==> src/rtl/mul_div_if.sv <==
// Issue/writeback bundle between decode, the multiply/divide unit and the register bank.
// Vectors are big-endian (bit 0 = MSB) to match the datapath.
`timescale 1ns/1ps
interface mul_div_if;
    logic        start;
    logic [0:1]  op;
    logic [0:15] opA;
    logic [0:15] opB;
    logic [0:3]  dstAddr;
    logic        busy;
    logic        write;
    logic [0:3]  wrAddr;
    logic [0:15] wrData;

    modport master (
        output start, op, opA, opB, dstAddr,
        input  busy, write, wrAddr, wrData
    );

    modport slave (
        input  start, op, opA, opB, dstAddr,
        output busy, write, wrAddr, wrData
    );
endinterface

==> src/rtl/mul_div_unit.sv <==
// Multi-cycle unsigned 16-bit multiply (shift-add) / divide (restoring) unit with a
// fixed 17-cycle start-to-writeback latency and a single-cycle register-bank write strobe.
`timescale 1ns/1ps
module mul_div_unit (
    input  logic      clk,
    input  logic      rst,
    mul_div_if.slave  bus
);
    localparam logic [1:0] ST_IDLE  = 2'd0;
    localparam logic [1:0] ST_RUN   = 2'd1;
    localparam logic [1:0] ST_WRITE = 2'd2;

    localparam logic [1:0] OP_MULLO = 2'b00;
    localparam logic [1:0] OP_MULHI = 2'b01;
    localparam logic [1:0] OP_DIVU  = 2'b10;
    localparam logic [1:0] OP_REMU  = 2'b11;

    logic [1:0]  state_r;
    logic [1:0]  op_r;
    logic [15:0] a_r;
    logic [15:0] b_r;
    logic [3:0]  dst_r;
    logic [31:0] acc_r;
    logic [15:0] quo_r;
    logic [3:0]  cnt_r;
    logic        busy_r;
    logic        write_r;
    logic [3:0]  wr_addr_r;
    logic [15:0] wr_data_r;

    logic [3:0]  bit_idx_s;
    logic [31:0] mul_next_s;
    logic [16:0] shifted_s;
    logic [16:0] divisor_s;
    logic        fits_s;
    logic [16:0] rem_next_s;
    logic [15:0] quo_next_s;
    logic [31:0] acc_next_s;
    logic [15:0] result_s;

    // One multiply or divide iteration; both walk the operand bits MSB first.
    always_comb begin
        bit_idx_s  = 4'd15 - cnt_r;
        mul_next_s = {acc_r[30:0], 1'b0} + (b_r[bit_idx_s] ? {16'd0, a_r} : 32'd0);
        shifted_s  = {acc_r[15:0], a_r[bit_idx_s]};
        divisor_s  = {1'b0, b_r};
        fits_s     = (shifted_s >= divisor_s);
        if (fits_s) begin
            rem_next_s = shifted_s - divisor_s;
        end else begin
            rem_next_s = shifted_s;
        end
        quo_next_s = {quo_r[14:0], fits_s};
        if (op_r[1]) begin
            acc_next_s = {15'd0, rem_next_s};
        end else begin
            acc_next_s = mul_next_s;
        end
    end

    // Result selection uses the post-iteration values so the last step can be written directly.
    always_comb begin
        case (op_r)
            OP_MULLO: result_s = mul_next_s[15:0];
            OP_MULHI: result_s = mul_next_s[31:16];
            OP_DIVU:  result_s = quo_next_s;
            OP_REMU:  result_s = rem_next_s[15:0];
            default:  result_s = 16'd0;
        endcase
    end

    // Control FSM, datapath registers and registered outputs.
    always_ff @(posedge clk or posedge rst) begin
        if (rst) begin
            state_r   <= ST_IDLE;
            op_r      <= 2'd0;
            a_r       <= 16'd0;
            b_r       <= 16'd0;
            dst_r     <= 4'd0;
            acc_r     <= 32'd0;
            quo_r     <= 16'd0;
            cnt_r     <= 4'd0;
            busy_r    <= 1'b0;
            write_r   <= 1'b0;
            wr_addr_r <= 4'd0;
            wr_data_r <= 16'd0;
        end else begin
            case (state_r)
                ST_IDLE: begin
                    write_r <= 1'b0;
                    if (bus.start) begin
                        op_r    <= bus.op;
                        a_r     <= bus.opA;
                        b_r     <= bus.opB;
                        dst_r   <= bus.dstAddr;
                        acc_r   <= 32'd0;
                        quo_r   <= 16'd0;
                        cnt_r   <= 4'd0;
                        busy_r  <= 1'b1;
                        state_r <= ST_RUN;
                    end else begin
                        busy_r  <= 1'b0;
                        state_r <= ST_IDLE;
                    end
                end
                ST_RUN: begin
                    acc_r <= acc_next_s;
                    quo_r <= quo_next_s;
                    cnt_r <= cnt_r + 4'd1;
                    if (cnt_r == 4'd15) begin
                        state_r   <= ST_WRITE;
                        write_r   <= 1'b1;
                        wr_addr_r <= dst_r;
                        wr_data_r <= result_s;
                    end else begin
                        state_r   <= ST_RUN;
                    end
                end
                ST_WRITE: begin
                    write_r <= 1'b0;
                    busy_r  <= 1'b0;
                    state_r <= ST_IDLE;
                end
                default: begin
                    write_r <= 1'b0;
                    busy_r  <= 1'b0;
                    state_r <= ST_IDLE;
                end
            endcase
        end
    end

    assign bus.busy   = busy_r;
    assign bus.write  = write_r;
    assign bus.wrAddr = wr_addr_r;
    assign bus.wrData = wr_data_r;
endmodule

==> src/flat_wrapper.sv <==
// flat-port wrapper written by rule: the top's interface ports become plain ports
module mul_div_unit_flat 
  (clk, rst, bus_start, bus_op, bus_opA, bus_opB, bus_dstAddr, bus_busy, bus_write, bus_wrAddr, bus_wrData);
  mul_div_if bus_i ();
  input  logic clk;
  input  logic rst;
  input wire logic [$bits(bus_i.start)-1:0] bus_start;
  input wire logic [$bits(bus_i.op)-1:0] bus_op;
  input wire logic [$bits(bus_i.opA)-1:0] bus_opA;
  input wire logic [$bits(bus_i.opB)-1:0] bus_opB;
  input wire logic [$bits(bus_i.dstAddr)-1:0] bus_dstAddr;
  output wire logic [$bits(bus_i.busy)-1:0] bus_busy;
  output wire logic [$bits(bus_i.write)-1:0] bus_write;
  output wire logic [$bits(bus_i.wrAddr)-1:0] bus_wrAddr;
  output wire logic [$bits(bus_i.wrData)-1:0] bus_wrData;
  assign bus_i.start = bus_start;
  assign bus_i.op = bus_op;
  assign bus_i.opA = bus_opA;
  assign bus_i.opB = bus_opB;
  assign bus_i.dstAddr = bus_dstAddr;
  assign bus_busy = bus_i.busy;
  assign bus_write = bus_i.write;
  assign bus_wrAddr = bus_i.wrAddr;
  assign bus_wrData = bus_i.wrData;
  mul_div_unit u_core (.clk(clk), .rst(rst), .bus(bus_i));
endmodule
==> config.mk <==
export PLATFORM = sky130hd
export DESIGN_NAME = mul_div_unit_flat
export DESIGN_NICKNAME = d
export VERILOG_FILES = /design/src/rtl/mul_div_if.sv /design/src/rtl/mul_div_unit.sv /design/src/flat_wrapper.sv
export SDC_FILE = /design/constraint.sdc
export NUM_CORES = 1
export LEC_CHECK = 0
export CORE_ASPECT_RATIO = 1.2
export CORE_MARGIN = 2
export CORE_UTILIZATION = 40
export CTS_BUF_LIST = sky130_fd_sc_hd__clkbuf_4 sky130_fd_sc_hd__clkbuf_8
export DETAILED_ROUTE_END_ITERATION = 12
export PLACE_DENSITY = 0.69
export SYNTH_ARGS = -nofsm -noshare
export SYNTH_HDL_FRONTEND = slang
export SYNTH_SLANG_ARGS = --single-unit
==> constraint.sdc <==
create_clock -name clk -period 10.1 [get_ports clk]
set_input_delay 2.02 -clock clk [delete_from_list [all_inputs] [get_ports clk]]
set_output_delay 2.02 -clock clk [all_outputs]
set_load 0.01 [all_outputs]
==> qor.yml <==
routed_wirelength_um: 19710
antenna_found_initial: 0
grt_max_degree: 61
cts_tree: "done"
antenna_cells: 0
hold_class: "flop to flop"
critPathRequiredTime_ps: 10400
synth.avg_cell_area_um2: 9.440
worst-r2r-cell-count: 13
cts_resized: 0
worstSetupEndpointType: "flop"
worstPathMaxFanout: 16
cts_root_buffer: "clkbuf_8"
antenna_left: 0
avgRoutedWirePerCell_um: 19.32
synth_edf_count: 0
drcViolationCount: 0
dp.cells: 1006
post_cts_buffers: 0
synth-seq-cells: 112
stdcell_count: 1020
grt_overflow: 0
rrSetupSlack_ps: 5320
nNetsFinal: 872
placement.io_buffers: 62
nFillCells: 1679
drt_iter0_markers: 659
yosys-top-cells-area: "dfrtp_1 (39%), ha_1 (5.6%), nand2_1 (4.4%), o21ai_0 (4.1%), mux2_2 (3.6%)"
synth_cells: 762
seq_area_frac_synth_pct: 38.96
avgViaCountPerCell: 5.832
busiest_layer: "met2"
cp_cell_sequence: "mux4_2, mux4_2, and2_1, ha_1, fa_1, a21o_1, and4_4, o31ai_4, o211ai_4, nand4_1, xnor2_1, mux4_2, mux2_4"
start_kind: "flop"
first_global_vias: 5685
crit_slowest_cell: "dfrtp_1"
die_w_um: 126.4
syn_area_um2: 7193
die-area_um2: 19080
synth_commonest_cells: "dfrtp_1 (112), nand2_1 (85), o21ai_0 (59)"
drive_gt1_share_pct: 9.875
critical_path.top_delay_family: "multiplexers"
grt_util_met2_pct: 34.22
skew_ps: 10.61
endpoint: "u_core.bus.wrData[8]"
rows: 53
seqCellArea_um2: 2803
finalHoldViolCount: 0
area_growth_pct: 13.27
syn-num-nets: 837
num_vias: 5949
reg2reg_to: "u_core.bus.wrData[8]"
yosys_warnings: 0
finalSetupViolCount: 0
cpMostUsedCell: "mux4_2"
core_area_um2: 17570
numCtsBuffers: 9
multi_input_area_um2: 4109
hold_start: "u_core.dst_r[1]"
gp_congestion: 0.9171
post-route-period-util_pct: 47.33
grtUsageMet1_pct: 29.85
holdWs_ps: 472.7
ios: 63
cts_max_path_buffers: 2
cts.clk_slew.worst_paths_ps: 110
maxSlewViolCount: 0
slew_headroom_pct: 28.55
synthArstFlopShare_pct: 100.0
yosysMostFrequentCell: "dfrtp_1"
synthFlopType: "dfrtp_1"
die_h_um: 150.9
tightestPinTransition_ps: 1072
h-tree-depth: 3
critPathKind: "flop to flop"
cts.sinks: 112
max_freq_mhz: 209.2
critPathLaunch: "u_core.cnt_r[0]"
grtUsageMet3_pct: 2.649
start_util_pct: 40.93
rsz0062_at_grt: "no"
status: "finished, final reports clean"
ys_types: 74
timing.setup.tns_ps: 0
first_pass_iters: 6
dpl.hpwl_um: 14390
grt_pass1_wl_um: 31670
cp_slowest_stage_delay_ps: 720
worstSkewPairLatency_ps: 400
yosysTopAreaCell: "dfrtp_1"
crit_buf_inv: 0
period_minus_slack_ps: 4781
grt_util_all_layers_pct: 21.30
worstPathArrival_ps: 5080
yosys.area.top_type_share_pct: 38.96
rr_startpoint: "u_core.cnt_r[0]"
drv_cap: 0
crit_cells: 13
cts_hold_buf: 0
[stage by stage]
step                setup slack (ps)  utilization [%]  instance area [µm²]
detailed placement              5300            45.32                 7964
floorplan                       5121                -                 7193
global route                    4977            46.37                 8148
global placement                5395            45.32                 7964
finish                          5319            46.37                 8148
CTS                             5266            46.37                 8148
[worst register-to-register path, cell delays in order (launching register included)]
cell	delay, ps
dfrtp_1	720
mux4_2	580
mux4_2	630
and2_1	220
ha_1	220
fa_1	410
a21o_1	220
and4_4	200
o31ai_4	350
o211ai_4	190
nand4_1	140
xnor2_1	80
mux4_2	470
mux2_4	260
[routing by layer]
metal  wire (µm)  share of wire, %  vias to the layer above
li1            -                 -                     2830
met1        8921                45                     2907
met2        9399                48                      187
met3         995               5.0                       25
met4         389               2.0                        0
met5           0                 0                        -
[layout by cell type, fill, tap and decap left out, drive strengths merged, types with 11 or more instances in the layout]
master	instances
mux2	25
and3	14
inv	29
xnor2	24
clkdlybuf4s50	62
nand2	85
a21o	22
dfrtp	112
a22o	22
nor3	11
nand3	15
and2	20
a21oi	49
mux2i	14
xor2	15
o21ai	62
ha	32
a31oi	11
nor2	45
[worst min path at each step]
stage	endpoint	slack, ps	depth (start not counted)
global placement	u_core.bus.wrAddr[2]	450	2
global route	u_core.bus.wrAddr[0]	520	2
finish	u_core.bus.wrAddr[2]	470	2
floorplan	u_core.bus.wrAddr[0]	430	2
CTS	u_core.bus.wrAddr[2]	480	2
detailed placement	u_core.bus.wrAddr[2]	450	2
[sequential cells by signal, summed over array words and instances (netlist names)]
| register | cells |
|---|---|
| u_core.acc_r | 31 |
| u_core.a_r | 16 |
| u_core.b_r | 16 |
| u_core.bus.wrData | 16 |
| u_core.quo_r | 15 |
| u_core.bus.wrAddr | 4 |
| u_core.cnt_r | 4 |
| u_core.dst_r | 4 |
| u_core.op_r | 2 |
| u_core.state_r | 2 |
| u_core.bus.busy | 1 |
| u_core.bus.write | 1 |
[cell families (layout without fill, tap and decap cells)]
family                   count (synthesis)  after routing  synth area share [%]
flip-flops                             112            112                 38.96
adder cells (fa/ha/maj)                 34             34                 6.123
AO/OA/AOI/OAI                          222            222                 21.26
multiplexers                            49             49                 9.097
AND/OR/NAND/NOR                        233            233                 15.64
buffers and inverters                   73            111                 4.175
XOR/XNOR                                39             39                 4.749
[area by class of cell]
cell class              count  share of cell area [%]
repair buffers             68                   8.170
clock inverters             5                  0.7371
clock buffers               9                   1.520
multi-input cells         577                   50.43
inverters                  29                   1.367
well taps                 220                   3.378
flip-flops and latches    112                   34.40
Power is not shown: default switching activity piles up to over one toggle a cycle in this logic, so the estimate is an artifact.
